--- config.mk ---
export PLATFORM = sky130hd
export DESIGN_NAME = axi_decerr_responder
export DESIGN_NICKNAME = d
export VERILOG_FILES = /design/src/rtl/axi_decerr_responder.sv
export SDC_FILE = /design/constraint.sdc
export NUM_CORES = 1
export LEC_CHECK = 0
export CORE_MARGIN = 4
export CORE_UTILIZATION = 42
export CTS_CLUSTER_SIZE = 25
export DETAILED_ROUTE_END_ITERATION = 7
export PLACE_DENSITY = 0.87
export SLEW_MARGIN = 15
export SYNTH_ARGS = -nofsm -noshare
export SYNTH_HDL_FRONTEND = slang
export SYNTH_SLANG_ARGS = --single-unit
--- constraint.sdc ---
create_clock -name clk_i -period 8.86 [get_ports clk_i]
set_input_delay 2.215 -clock clk_i [delete_from_list [all_inputs] [get_ports clk_i]]
set_output_delay 2.215 -clock clk_i [all_outputs]
set_load 0.01 [all_outputs]
--- src/rtl/axi_decerr_responder.sv ---
// Default-slave AXI4 responder: completes every burst on unmapped addresses with DECERR
// and keeps a small debug log (last offending address, saturating hit counter).
module axi_decerr_responder #(
  parameter int unsigned AxiIdWidth   = 7,
  parameter int unsigned AxiAddrWidth = 64,
  parameter int unsigned AxiDataWidth = 64,
  parameter logic [AxiDataWidth-1:0] RespData = 64'hDEAD_BEEF_DEAD_BEEF
) (
  input  logic                    clk_i,
  input  logic                    rst_ni,
  input  logic [AxiIdWidth-1:0]   aw_id_i,
  input  logic [AxiAddrWidth-1:0] aw_addr_i,
  input  logic                    aw_valid_i,
  output logic                    aw_ready_o,
  input  logic                    w_last_i,
  input  logic                    w_valid_i,
  output logic                    w_ready_o,
  output logic [AxiIdWidth-1:0]   b_id_o,
  output logic [1:0]              b_resp_o,
  output logic                    b_valid_o,
  input  logic                    b_ready_i,
  input  logic [AxiIdWidth-1:0]   ar_id_i,
  input  logic [AxiAddrWidth-1:0] ar_addr_i,
  input  logic [7:0]              ar_len_i,
  input  logic                    ar_valid_i,
  output logic                    ar_ready_o,
  output logic [AxiIdWidth-1:0]   r_id_o,
  output logic [AxiDataWidth-1:0] r_data_o,
  output logic [1:0]              r_resp_o,
  output logic                    r_last_o,
  output logic                    r_valid_o,
  input  logic                    r_ready_i,
  output logic                    err_o,
  output logic [AxiAddrWidth-1:0] err_addr_o,
  output logic [15:0]             err_cnt_o
);

  typedef enum logic [1:0] {
    W_IDLE  = 2'd0,
    W_DRAIN = 2'd1,
    W_RESP  = 2'd2
  } w_state_e;

  typedef enum logic {
    R_IDLE  = 1'b0,
    R_BURST = 1'b1
  } r_state_e;

  w_state_e                w_state_q, w_state_d;
  logic [AxiIdWidth-1:0]   b_id_q, b_id_d;
  r_state_e                r_state_q, r_state_d;
  logic [AxiIdWidth-1:0]   r_id_q, r_id_d;
  logic [7:0]              r_len_q, r_len_d;
  logic [7:0]              r_beat_q, r_beat_d;
  logic                    err_q, err_d;
  logic [AxiAddrWidth-1:0] err_addr_q, err_addr_d;
  logic [15:0]             err_cnt_q, err_cnt_d;
  logic [16:0]             cnt_sum;
  logic                    aw_hs, ar_hs, r_last_beat;

  // Readies come from state only; reset masks them so nothing is accepted while held in reset.
  assign aw_ready_o  = rst_ni && (w_state_q == W_IDLE);
  assign ar_ready_o  = rst_ni && (r_state_q == R_IDLE);
  assign aw_hs       = aw_valid_i && aw_ready_o;
  assign ar_hs       = ar_valid_i && ar_ready_o;
  assign r_last_beat = (r_state_q == R_BURST) && (r_beat_q == r_len_q);

  assign w_ready_o  = (w_state_q == W_DRAIN);
  assign b_valid_o  = (w_state_q == W_RESP);
  assign b_id_o     = b_id_q;
  assign b_resp_o   = 2'b11;
  assign r_valid_o  = (r_state_q == R_BURST);
  assign r_id_o     = r_id_q;
  assign r_data_o   = RespData;
  assign r_resp_o   = 2'b11;
  assign r_last_o   = r_last_beat;
  assign err_o      = err_q;
  assign err_addr_o = err_addr_q;
  assign err_cnt_o  = err_cnt_q;

  always_comb begin
    w_state_d = w_state_q;
    b_id_d    = b_id_q;
    case (w_state_q)
      W_IDLE: begin
        if (aw_hs) begin
          b_id_d    = aw_id_i;
          w_state_d = W_DRAIN;
        end
      end
      W_DRAIN: begin
        if (w_valid_i && w_last_i) w_state_d = W_RESP;
      end
      W_RESP: begin
        if (b_ready_i) w_state_d = W_IDLE;
      end
      default: w_state_d = W_IDLE;
    endcase
  end

  always_comb begin
    r_state_d = r_state_q;
    r_id_d    = r_id_q;
    r_len_d   = r_len_q;
    r_beat_d  = r_beat_q;
    case (r_state_q)
      R_IDLE: begin
        if (ar_hs) begin
          r_id_d    = ar_id_i;
          r_len_d   = ar_len_i;
          r_beat_d  = 8'd0;
          r_state_d = R_BURST;
        end
      end
      R_BURST: begin
        // The counter stops at len, so a 256-beat burst never needs to wrap.
        if (r_ready_i) begin
          if (r_last_beat) r_state_d = R_IDLE;
          else             r_beat_d  = r_beat_q + 8'd1;
        end
      end
      default: r_state_d = R_IDLE;
    endcase
  end

  always_comb begin
    err_d      = aw_hs || ar_hs;
    err_addr_d = err_addr_q;
    if (aw_hs) err_addr_d = aw_addr_i;
    if (ar_hs) err_addr_d = ar_addr_i;
    cnt_sum   = {1'b0, err_cnt_q} + {16'd0, aw_hs} + {16'd0, ar_hs};
    err_cnt_d = cnt_sum[16] ? 16'hFFFF : cnt_sum[15:0];
  end

  always_ff @(posedge clk_i) begin
    if (!rst_ni) begin
      w_state_q  <= W_IDLE;
      b_id_q     <= '0;
      r_state_q  <= R_IDLE;
      r_id_q     <= '0;
      r_len_q    <= '0;
      r_beat_q   <= '0;
      err_q      <= 1'b0;
      err_addr_q <= '0;
      err_cnt_q  <= '0;
    end else begin
      w_state_q  <= w_state_d;
      b_id_q     <= b_id_d;
      r_state_q  <= r_state_d;
      r_id_q     <= r_id_d;
      r_len_q    <= r_len_d;
      r_beat_q   <= r_beat_d;
      err_q      <= err_d;
      err_addr_q <= err_addr_d;
      err_cnt_q  <= err_cnt_d;
    end
  end

endmodule

## Yosys cells after proc, flatten, opt, wreduce, memory -nomap -nowiden

Cells that the tools add are included.

- Word-level logic and storage cells: 50
- Input port bits: 158
- Register bits: 114

- Bitwise gates (word level): 1
- Equality and inequality tests: 9
- Reductions and logical operators: 13
- Muxes and demuxes: 15
- $add $sub $neg: 3

Operators with widths:

| cell | count |
|---|---|
| $mux 64 | 2 |
| $mux 8 | 3 |
| $add 16x1->17 | 1 |
| $add 17x1->17 | 1 |
| $mux 16 | 1 |
| $pmux 8 s2 | 1 |
| $add 8x1->8 const B | 1 |
| $eq 8x8->1 | 1 |
| $ne 2x2->1 const B | 4 |
| $logic_and 1x1->1 | 6 |
| $mux 2 | 3 |
| $pmux 2 s3 | 1 |
| $reduce_and 3->1 | 2 |
| $ne 2x1->1 const B | 2 |
| $reduce_and 2->1 | 2 |
| $mux 1 | 3 |
| $eq 2x1->1 const B | 1 |
| $eq 2x2->1 const B | 1 |
| $logic_not 2->1 | 1 |
| $pmux 1 s2 | 1 |
| $reduce_bool 2->1 | 1 |
| $logic_or 1x1->1 | 1 |
| $not 1->1 | 1 |

## Logic depth before layout (Yosys ltp)

Gate-level depths: netlist of the first run.

- Word-level depth: 6
- Depth in mapped cells: 13
- Depth with buffers taken out: 8

## Worst setup path after synthesis of the first run

OpenSTA, ideal clock, no wires.

- Path kind: input to output
- Start: input rst_ni
- End: output ar_ready_o
- Path buffers: 3
- Setup slack: 3.489 ns
- Arrival time: 3.156 ns
- Cell stages on the path: 4
- Cell sequence: clkbuf_1 -> clkbuf_1 -> clkbuf_1 -> nor2b_1

- Longest elaborated chain between the ends: 1

RTL lines:

| item | RTL line | source |
|---|---|---|
| from (decl) | 10 | `input logic rst_ni,` |
| $logic_and 1x1->1 | 63 | `assign ar_ready_o = rst_ni && (r_state_q == R_IDLE);` |
| to (decl) | 26 | `output logic ar_ready_o,` |

Every way passes these cells.

## Worst setup path after layout of the first run

- Start: input rst_ni
- End: output aw_ready_o

- Longest elaborated chain between the ends: 1

RTL lines:

| item | RTL line | source |
|---|---|---|
| $logic_and 1x1->1 | 62 | `assign aw_ready_o = rst_ni && (w_state_q == W_IDLE);` |
| to (decl) | 14 | `output logic aw_ready_o,` |

Every way passes these cells.

==> results of run 1 <==
-- sequential cells by signal, summed over array words and instances (netlist names) --
name and flops:
w_state_q 2, b_id_o 7, r_id_o 7, err_addr_o 64, r_valid_o 1, err_o 1
err_cnt_o 16, r_beat_q 8, r_len_q 8
-- report_power, final --
| group | total, W | internal (W) | switching (W) | leakage [nW] |
|---|---|---|---|---|
| clock | 0.000627 | 0.000403 | 0.000224 | 0.271 |
| combinational | 0.000295 | 0.000166 | 0.000128 | 2.81 |
| sequential | 0.000570 | 0.000549 | 0.0000216 | 0.936 |
-- through the flow --
stage	cells	hold slack (ps)
6_report	1062	453
5_1_grt	1062	471
4_1_cts	1062	457
3_5_place_dp	1031	449
3_3_place_gp	1031	443
2_1_floorplan	708	447
-- final cells by class --
class | count | share of cell area [%]
Multi-Input combinational cell | 472 | 35.1
Timing Repair Buffer | 263 | 29.9
Sequential cell | 114 | 26.1
Clock buffer | 25 | 5.55
Tap cell | 176 | 2.52
Clock inverter | 6 | 0.629
Inverter | 6 | 0.257
-- routing by layer --
layer	wire length [um]	up-vias	global-route usage [%]	share of wire, %
li1	-	2591	-	-
met1	6420	2450	21.6	37
met2	8930	221	37.3	52
met3	1790	11	9.99	10
met4	142	2	4.97	0.82
met5	13	-	0	0.075
-- final timing paths --
path	start	end	slack (ps)	cells past startpoint
max	rst_ni	aw_ready_o	3150	4
min	b_id_o[3]	b_id_o[3]	450	2
max reg2reg	r_valid_o	err_cnt_o[7]	5130	9
min reg2reg	b_id_o[3]	b_id_o[3]	450	2
-- worst max-delay path, stage by stage --
cell             delay, ps
buf_4                  480
nand2b_1               140
nor2_1                 110
clkdlybuf4s50_1        540
-- cells by family (layout without fill, tap and decap cells) --
kind of cell	after synthesis	in the layout	synth area share (%)
compound gates	115	115	17.3
xor+xnor	17	17	2.56
fa+ha+maj	3	3	0.774
buf+inv	122	300	12.6
flops	114	114	39.2
mux	64	64	11.0
other cells	2	68	0.129
simple gates	205	205	16.5
-- synthesized netlist by cell type, drive strengths merged, types with 3 or more instances --
library cell and number:
a21boi 13, buf 85, clkbuf 31, dfxtp 114, inv 5, mux2i 64, nand2 123, nand2b 3
nand3 37, nand4 6, nor2 4, nor2b 3, nor3 7, nor4 5, o211a 65, o21a 3
o21ai 12, o21bai 3, o31ai 5, or4 8, xnor2 13, xor2 4
==> flow_metrics.py, run 1 <==
metrics = {
    "final_layout": {
        "fin_nets": 1035,
        "final_common_cell": "clkdlybuf4s50_1",
        "fillers": 1111,
        "antenna_cells": 0,
        "final_util_pct": 65.3,
        "most-common-layout-cells": "clkdlybuf4s50_1, nand2_1, dfxtp_1",
        "seq_area_sq_um": 2280,
        "final_cell_area_sq_um": 8750,
        "drive_gt1_share_pct": 4.29,
        "areaGrowthSynthToFinish_pct": 50.4,
        "multi_input_area_sq_um": 3070,
    },
    "sta": {
        "final.min_clock_period_ps": 5710,
        "finalWorstSetupSlack_ps": 3150,
        "final.period_utilization_pct": 64.5,
        "fin_tns_setup_ps": 0,
        "tightestPinTransition_ps": 929,
        "relSlewSlack_pct": 38.1,
        "setup-violations-final": 0,
        "slew_viol_final": 0,
        "rsz0062_at_grt": "false",
        "max_clock_freq_mhz": 175,
        "skew_ps": 6.91,
        "finalHoldViolations": 0,
    },
    "drt": {
        "vias": 5275,
        "ant_nets": 0,
        "drt_wl_total_mm": 17.3,
        "dr.first_iter.drc_count": 311,
        "vias_per_cell": 4.97,
        "drc": 0,
        "wire_per_inst_um": 16.3,
        "first_pass_iters": 5,
    },
    "clock_tree": {
        "cts_resized": 0,
        "root_buffer": "clkbuf_16",
        "ctsHoldBuffers": 0,
        "clk_latency_ps": 400,
        "post-cts-setup-buffers": 0,
        "cts_tree": "built",
        "clock-sinks": 114,
        "cts_buffer_depth": 2,
        "cts_max_level": 4,
        "clk_pin_slew_worst_paths_ps": 50,
        "cts_buffers": 17,
    },
    "critical_path": {
        "cp-start-kind": "input port",
        "end_kind": "output port",
        "required_ps": 6650,
        "critPathMaxFanout": 64,
        "path_class": "input port to output port",
        "cp.arrival_ps": 3500,
    },
    "die": {
        "core_sq_um": 13400,
        "start_util_pct": 43.4,
        "die_y_um": 126,
        "die_area_sq_um": 15800,
        "core.rowCount": 42,
        "die_w_um": 126,
        "io_pins": 327,
    },
    "power_and_ir_drop": {
        "power.leakage_nw": 4.02,
        "power.density_nw_per_um2": 170,
        "peakVddDrop_mv": 0.143,
        "power_w": 0.00149,
    },
    "global_routing": {
        "grt_pass1_vias": 5136,
        "track_usage_pct": 20.7,
        "grt_antenna_before_repair": 1,
        "grt_pass1_wl_mm": 26.4,
        "grt_max_degree": 96,
        "grt-ovfl-total": 0,
    },
    "synthesis": {
        "synth_area_sq_um": 5820,
        "yosysTopAreaCellShare_pct": 39.2,
        "ys.flop_type": "dfxtp_1",
        "synth_cell_type_count": 50,
        "synth.area.top_cells": "dfxtp_1, o211a_1, mux2i_1",
        "ys_seq_elements": 114,
        "async_reset_ff_share_pct": 0,
        "ys_seq_area_share_pct": 39.2,
        "synth_edf_count": 0,
        "yosysTopAreaCell": "dfxtp_1",
        "synth_area_per_cell_sq_um": 9.07,
        "syn_inst": 642,
        "synth_warnings": 0,
    },
    "placement": {
        "gp_congestion": 0.813,
        "dp_slack_ps": 3120,
        "port_buffers": 258,
        "dpl.hpwl_mm": 12.7,
        "dpl_cell_area_sq_um": 8210,
    },
    "outcome": {
        "outcome": "completed",
    },
    "min_path": {
        "hold_class": "flop to flop",
    },
    "job": {
        "drv_cap": 0,
    },
}
(Power assumes the default switching activity.)
==> inputs of run 2 (changes only) <==
- CORE_UTILIZATION: 42 -> 39
- PLACE_DENSITY: 0.87 -> 0.81
- clock period: 8.86 -> 5.86 ns (I/O delays scaled with it)
==> run 2 against run 1 <==
Net effect:
- first-iteration DRC count is 2.9% lower
- count of clock-buffer cells in the layout shrank 2
- power is 58% higher
- clock skew is 1.9 ps higher
- sequential power is 51% higher
- die area is 7.2% higher
- sequential share of layout area down 0.25 points
- largest cell class unchanged
==> flow_metrics.py, run 2 (synthesis results as in run 1) <==
metrics = {
    "sta": {
        "relSlewSlack_pct": 44.3,
        "skew_ps": 8.80,
        "rsz0062_at_grt": "false",
        "tightestPinTransition_ps": 836,
        "final.period_utilization_pct": 70.4,
        "final.min_clock_period_ps": 4130,
        "finalHoldViolations": 0,
        "setup-violations-final": 0,
        "slew_viol_final": 0,
        "max_clock_freq_mhz": 242,
        "fin_tns_setup_ps": 0,
        "finalWorstSetupSlack_ps": 1730,
    },
    "drt": {
        "drt_wl_total_mm": 17.1,
        "detail_route.wirelength.met1_mm": 6.47,
        "wl_met3_mm": 1.85,
        "dr.first_iter.drc_count": 302,
        "ant_nets": 0,
        "highest_layer": "met4",
        "dr_wl_met2_mm": 8.45,
        "vias": 5243,
        "vias_per_cell": 4.89,
        "first_pass_iters": 4,
        "drc": 0,
        "wire_per_inst_um": 15.9,
    },
    "critical_path": {
        "cp.arrival_ps": 2660,
        "timing.reg2reg.setup_slack_ps": 3140,
        "critPathMaxFanout": 51,
        "startpoint": "rst_ni",
        "crit_family": "buffers and inverters",
        "slowest_delay_ps": 540,
        "crit_buf_inv": 2,
        "end_kind": "output port",
        "reg2reg_depth": 8,
        "crit_chain": "buf_4 -> nand2b_1 -> nor2_1 -> clkdlybuf4s50_1",
        "crit_slowest_cell": "clkdlybuf4s50_1",
        "cp-start-kind": "input port",
        "required_ps": 4390,
        "path_class": "input port to output port",
        "r2r-end": "err_cnt_o[0]",
        "r2r_start": "r_valid_o",
    },
    "die": {
        "core_sq_um": 14600,
        "start_util_pct": 39.9,
        "core.rowCount": 44,
        "io_pins": 327,
        "die_area_sq_um": 16900,
        "die_w_um": 130,
        "die_y_um": 130,
    },
    "global_routing": {
        "grt_antenna_before_repair": 0,
        "grt_pass1_wl_mm": 25.7,
        "grt_pass1_vias": 4997,
        "track_usage_pct": 19.5,
        "grt-ovfl-total": 0,
        "grt_max_degree": 86,
    },
    "final_layout": {
        "final_common_cell": "clkdlybuf4s50_1",
        "most-common-layout-cells": "clkdlybuf4s50_1, nand2_1, dfxtp_1",
        "drive_gt1_share_pct": 4.73,
        "fin_nets": 1036,
        "seq_area_sq_um": 2280,
        "antenna_cells": 0,
        "areaGrowthSynthToFinish_pct": 51.8,
        "fillers": 1266,
        "multi_input_area_sq_um": 3070,
        "largest_register_ff_count": 64,
        "final_util_pct": 60.6,
    },
    "placement": {
        "port_buffers": 258,
        "dp_slack_ps": 1640,
        "dpl.hpwl_mm": 12.4,
        "gp_congestion": 0.821,
    },
    "power_and_ir_drop": {
        "power_frac_comb_pct": 18.8,
        "peakVddDrop_mv": 0.208,
        "power.density_nw_per_um2": 267,
        "power.leakage_nw": 4.05,
        "seq_power_share_pct": 36.5,
        "p_sw_share_pct": 24.6,
        "switchingPower_w": 0.000581,
        "p_int_w": 0.00178,
        "clkPwrFrac_pct": 44.7,
    },
    "clock_tree": {
        "cts_tree": "built",
        "clk_latency_ps": 410,
        "cts_max_level": 4,
        "cts_buffer_depth": 2,
        "clk_pin_slew_worst_paths_ps": 50,
        "root_buffer": "clkbuf_16",
        "post-cts-setup-buffers": 0,
        "ctsHoldBuffers": 0,
        "cts_resized": 0,
        "clock-sinks": 114,
        "cts_buffers": 17,
    },
    "min_path": {
        "min_path_cells": 2,
        "hold_end": "r_id_o[6]",
        "hold_class": "flop to flop",
        "worstHoldStart": "r_id_o[6]",
    },
    "job": {
        "drv_cap": 0,
    },
    "outcome": {
        "outcome": "completed",
    },
}
[run 2: cell count changes in the layout (fill, tap and decap cells not counted), sizes merged]
cell      before  now
clkbuf        25   23
buf            6    7
bufinv         1    3
clkinvlp       0    2
clkinv         6    5
[run 2: layout make-up]
class,instances,area share [%]
Clock buffer,23,5.41
Clock inverter,9,1.46
Inverter,6,0.255
Multi-Input combinational cell,472,34.7
Sequential cell,114,25.8
Tap cell,184,2.61
Timing Repair Buffer,264,29.7
[run 2: worst max path at each step]
stage | to | cells past startpoint
floorplan | err_cnt_o[13] | 13
global placement | err_cnt_o[11] | 8
detailed placement | err_cnt_o[0] | 8
CTS | aw_ready_o | 4
global route | aw_ready_o | 4
finish | aw_ready_o | 4
[run 2: per-layer routing]
| layer | vias to the layer above | global-route usage, % |
|---|---|---|
| li1 | 2596 | - |
| met3 | 19 | 9.82 |
| met2 | 216 | 32.5 |
| met5 | - | 0 |
| met4 | 0 | 5.99 |
| met1 | 2412 | 21.8 |
[run 2: power by group through the flow]
stage	clock network, W	logic [W]	registers (W)
finish	0.00106	0.000445	0.000862
global route	0.00112	0.000484	0.000868
CTS	0.00108	0.000447	0.000862
detailed placement	0	0.000443	0.000878
global placement	0	0.000441	0.000876
floorplan	0	0.000216	0.000895
[run 2: worst reg2reg max path: stages (launching register included)]
cell and delay [ps]:
dfxtp_1 460, nand3b_1 260, clkinv_1 120, fa_1 270, ha_1 260, nand3_1 130, or2_1 300, or4_4 620
a21boi_0 220
[run 2: stage by stage]
| stage | hold slack, ps | total power (W) | std cells | cell area (sq um) |
|---|---|---|---|---|
| 4_1_cts | 455 | 0.00239 | 1072 | 8840 |
| 2_1_floorplan | 447 | 0.00111 | 708 | 6070 |
| 5_1_grt | 473 | 0.00247 | 1072 | 8840 |
| 3_5_place_dp | 448 | 0.00132 | 1040 | 8230 |
| 3_3_place_gp | 441 | 0.00132 | 1040 | 8230 |
| 6_report | 449 | 0.00236 | 1072 | 8840 |
==> inputs of run 3 (changes only) <==
- clock period: 5.86 -> 4.2 ns (I/O delays scaled with it)
==> run 3 against run 2 <==
Net effect:
- cell count increased by 0.19%
- sequential power increased by 39%
- via count is 0.25% lower
- critical path depth is 1 higher
- clock skew fell by 1.8 ps
- non-clock buffer count grew 3
==> flow_metrics.py, run 3 (synthesis results as in run 1) <==
metrics = {
    "outcome": {
        "outcome": "completed",
    },
    "clock_tree": {
        "clock-sinks": 114,
        "cts_buffers": 17,
        "cts_buffer_depth": 2,
        "root_buffer": "clkbuf_16",
        "ctsHoldBuffers": 0,
        "cts_tree": "built",
        "post-cts-setup-buffers": 0,
        "clk_latency_ps": 410,
        "clk_pin_slew_worst_paths_ps": 50,
        "cts_max_level": 4,
        "cts_resized": 0,
    },
    "sta": {
        "slew_viol_final": 0,
        "finalHoldViolations": 0,
        "final.period_utilization_pct": 81.5,
        "final.min_clock_period_ps": 3420,
        "fin_tns_setup_ps": 0,
        "max_clock_freq_mhz": 292,
        "tightestPinTransition_ps": 955,
        "relSlewSlack_pct": 36.3,
        "skew_ps": 6.97,
        "hold_ws_ps": 451,
        "rsz0062_at_grt": "false",
        "setup-violations-final": 0,
    },
    "final_layout": {
        "final_cells": 1074,
        "most-common-layout-cells": "clkdlybuf4s50_1, nand2_1, dfxtp_1",
        "drive_gt1_share_pct": 5.17,
        "fin_nets": 1039,
        "multi_input_area_sq_um": 3070,
        "areaGrowthSynthToFinish_pct": 52.1,
        "antenna_cells": 0,
        "fillers": 1211,
        "final_common_cell": "clkdlybuf4s50_1",
        "seq_area_sq_um": 2280,
        "largest_register_ff_count": 64,
    },
    "global_routing": {
        "grt-ovfl-total": 0,
        "grt_max_degree": 96,
        "grt_pass1_wl_mm": 25.1,
        "grt_antenna_before_repair": 0,
        "grt_pass1_vias": 4983,
        "track_usage_pct": 19.0,
    },
    "die": {
        "core.rowCount": 44,
        "die_area_sq_um": 16900,
        "die_w_um": 130,
        "io_pins": 327,
        "die_y_um": 130,
        "core_sq_um": 14600,
        "start_util_pct": 39.9,
    },
    "critical_path": {
        "end_kind": "output port",
        "reg2reg_depth": 6,
        "crit_chain": "buf_4 -> buf_4 -> nand2b_1 -> nor2_1 -> clkdlybuf4s50_1",
        "cp-start-kind": "input port",
        "path_class": "input port to output port",
        "crit_family": "buffers and inverters",
        "cpMostUsedCell": "buf_4",
        "cp.arrival_ps": 2370,
        "cp_num_cells": 5,
        "crit_buf_inv": 3,
        "crit_slowest_cell": "clkdlybuf4s50_1",
        "critPathMaxFanout": 53,
        "slowest_delay_ps": 540,
        "required_ps": 3150,
    },
    "placement": {
        "port_buffers": 258,
        "gp_congestion": 0.841,
        "dpl.hpwl_mm": 12.2,
        "dp.cells": 1043,
    },
    "drt": {
        "drt_wl_total_mm": 17.0,
        "ant_nets": 0,
        "wire_per_inst_um": 15.8,
        "vias_per_cell": 4.87,
        "drc": 0,
        "vias": 5230,
        "dr.first_iter.drc_count": 316,
        "first_pass_iters": 6,
    },
    "min_path": {
        "min_path_cells": 2,
        "hold_class": "flop to flop",
    },
    "power_and_ir_drop": {
        "peakVddDrop_mv": 0.305,
        "power.leakage_nw": 4.06,
        "power.density_nw_per_um2": 372,
    },
    "job": {
        "drv_cap": 0,
    },
}
==> run 3: path summary, 6_finish.rpt <==
kind,slack [ps],to,from
worst min-delay path,450,r_id_o[6],r_id_o[6]
worst max-delay path,780,aw_ready_o,rst_ni
worst min register to register,450,r_id_o[6],r_id_o[6]
worst max register to register,1590,err_addr_o[12],w_state_q[0]
==> run 3: where the power goes <==
group          internal [W]  switching (W)  leakage [nW]
Combinational      0.000356       0.000274          2.83
Sequential          0.00116      0.0000423         0.936
Clock              0.000971       0.000494         0.291
==> run 3: final cells by class <==
cell class	instances	area share (%)
clock buffers	21	5.31
clock inverters	10	1.50
inverters	6	0.254
multi-input cells	472	34.7
flip-flops and latches	114	25.8
well taps	184	2.60
repair buffers	267	29.9
==> run 3: worst min-delay path, delay by kind of cell, from the launching register on <==
family | cells | cell delay, ps
flip-flops | 1 | 300
AND/OR/NAND/NOR | 2 | 100
==> run 3: metal layers <==
layer | track usage (%) | part of all wire (%) | vias up
li1 | - | - | 2605
met1 | 20.9 | 38 | 2388
met2 | 32.1 | 50 | 219
met3 | 9.99 | 11 | 18
met4 | 5.68 | 1.4 | 0
met5 | 0 | 0 | -
==> run 3: metrics by stage <==
stage	utilization (%)	instance area (sq um)	worst slack, ps	power, W
4_1_cts	60.7	8860	760	0.00333
3_5_place_dp	56.6	8250	514	0.00185
3_3_place_gp	56.6	8250	559	0.00184
6_report	60.7	8860	777	0.00330
5_1_grt	60.7	8860	626	0.00343
2_1_floorplan	-	6070	102	0.00155
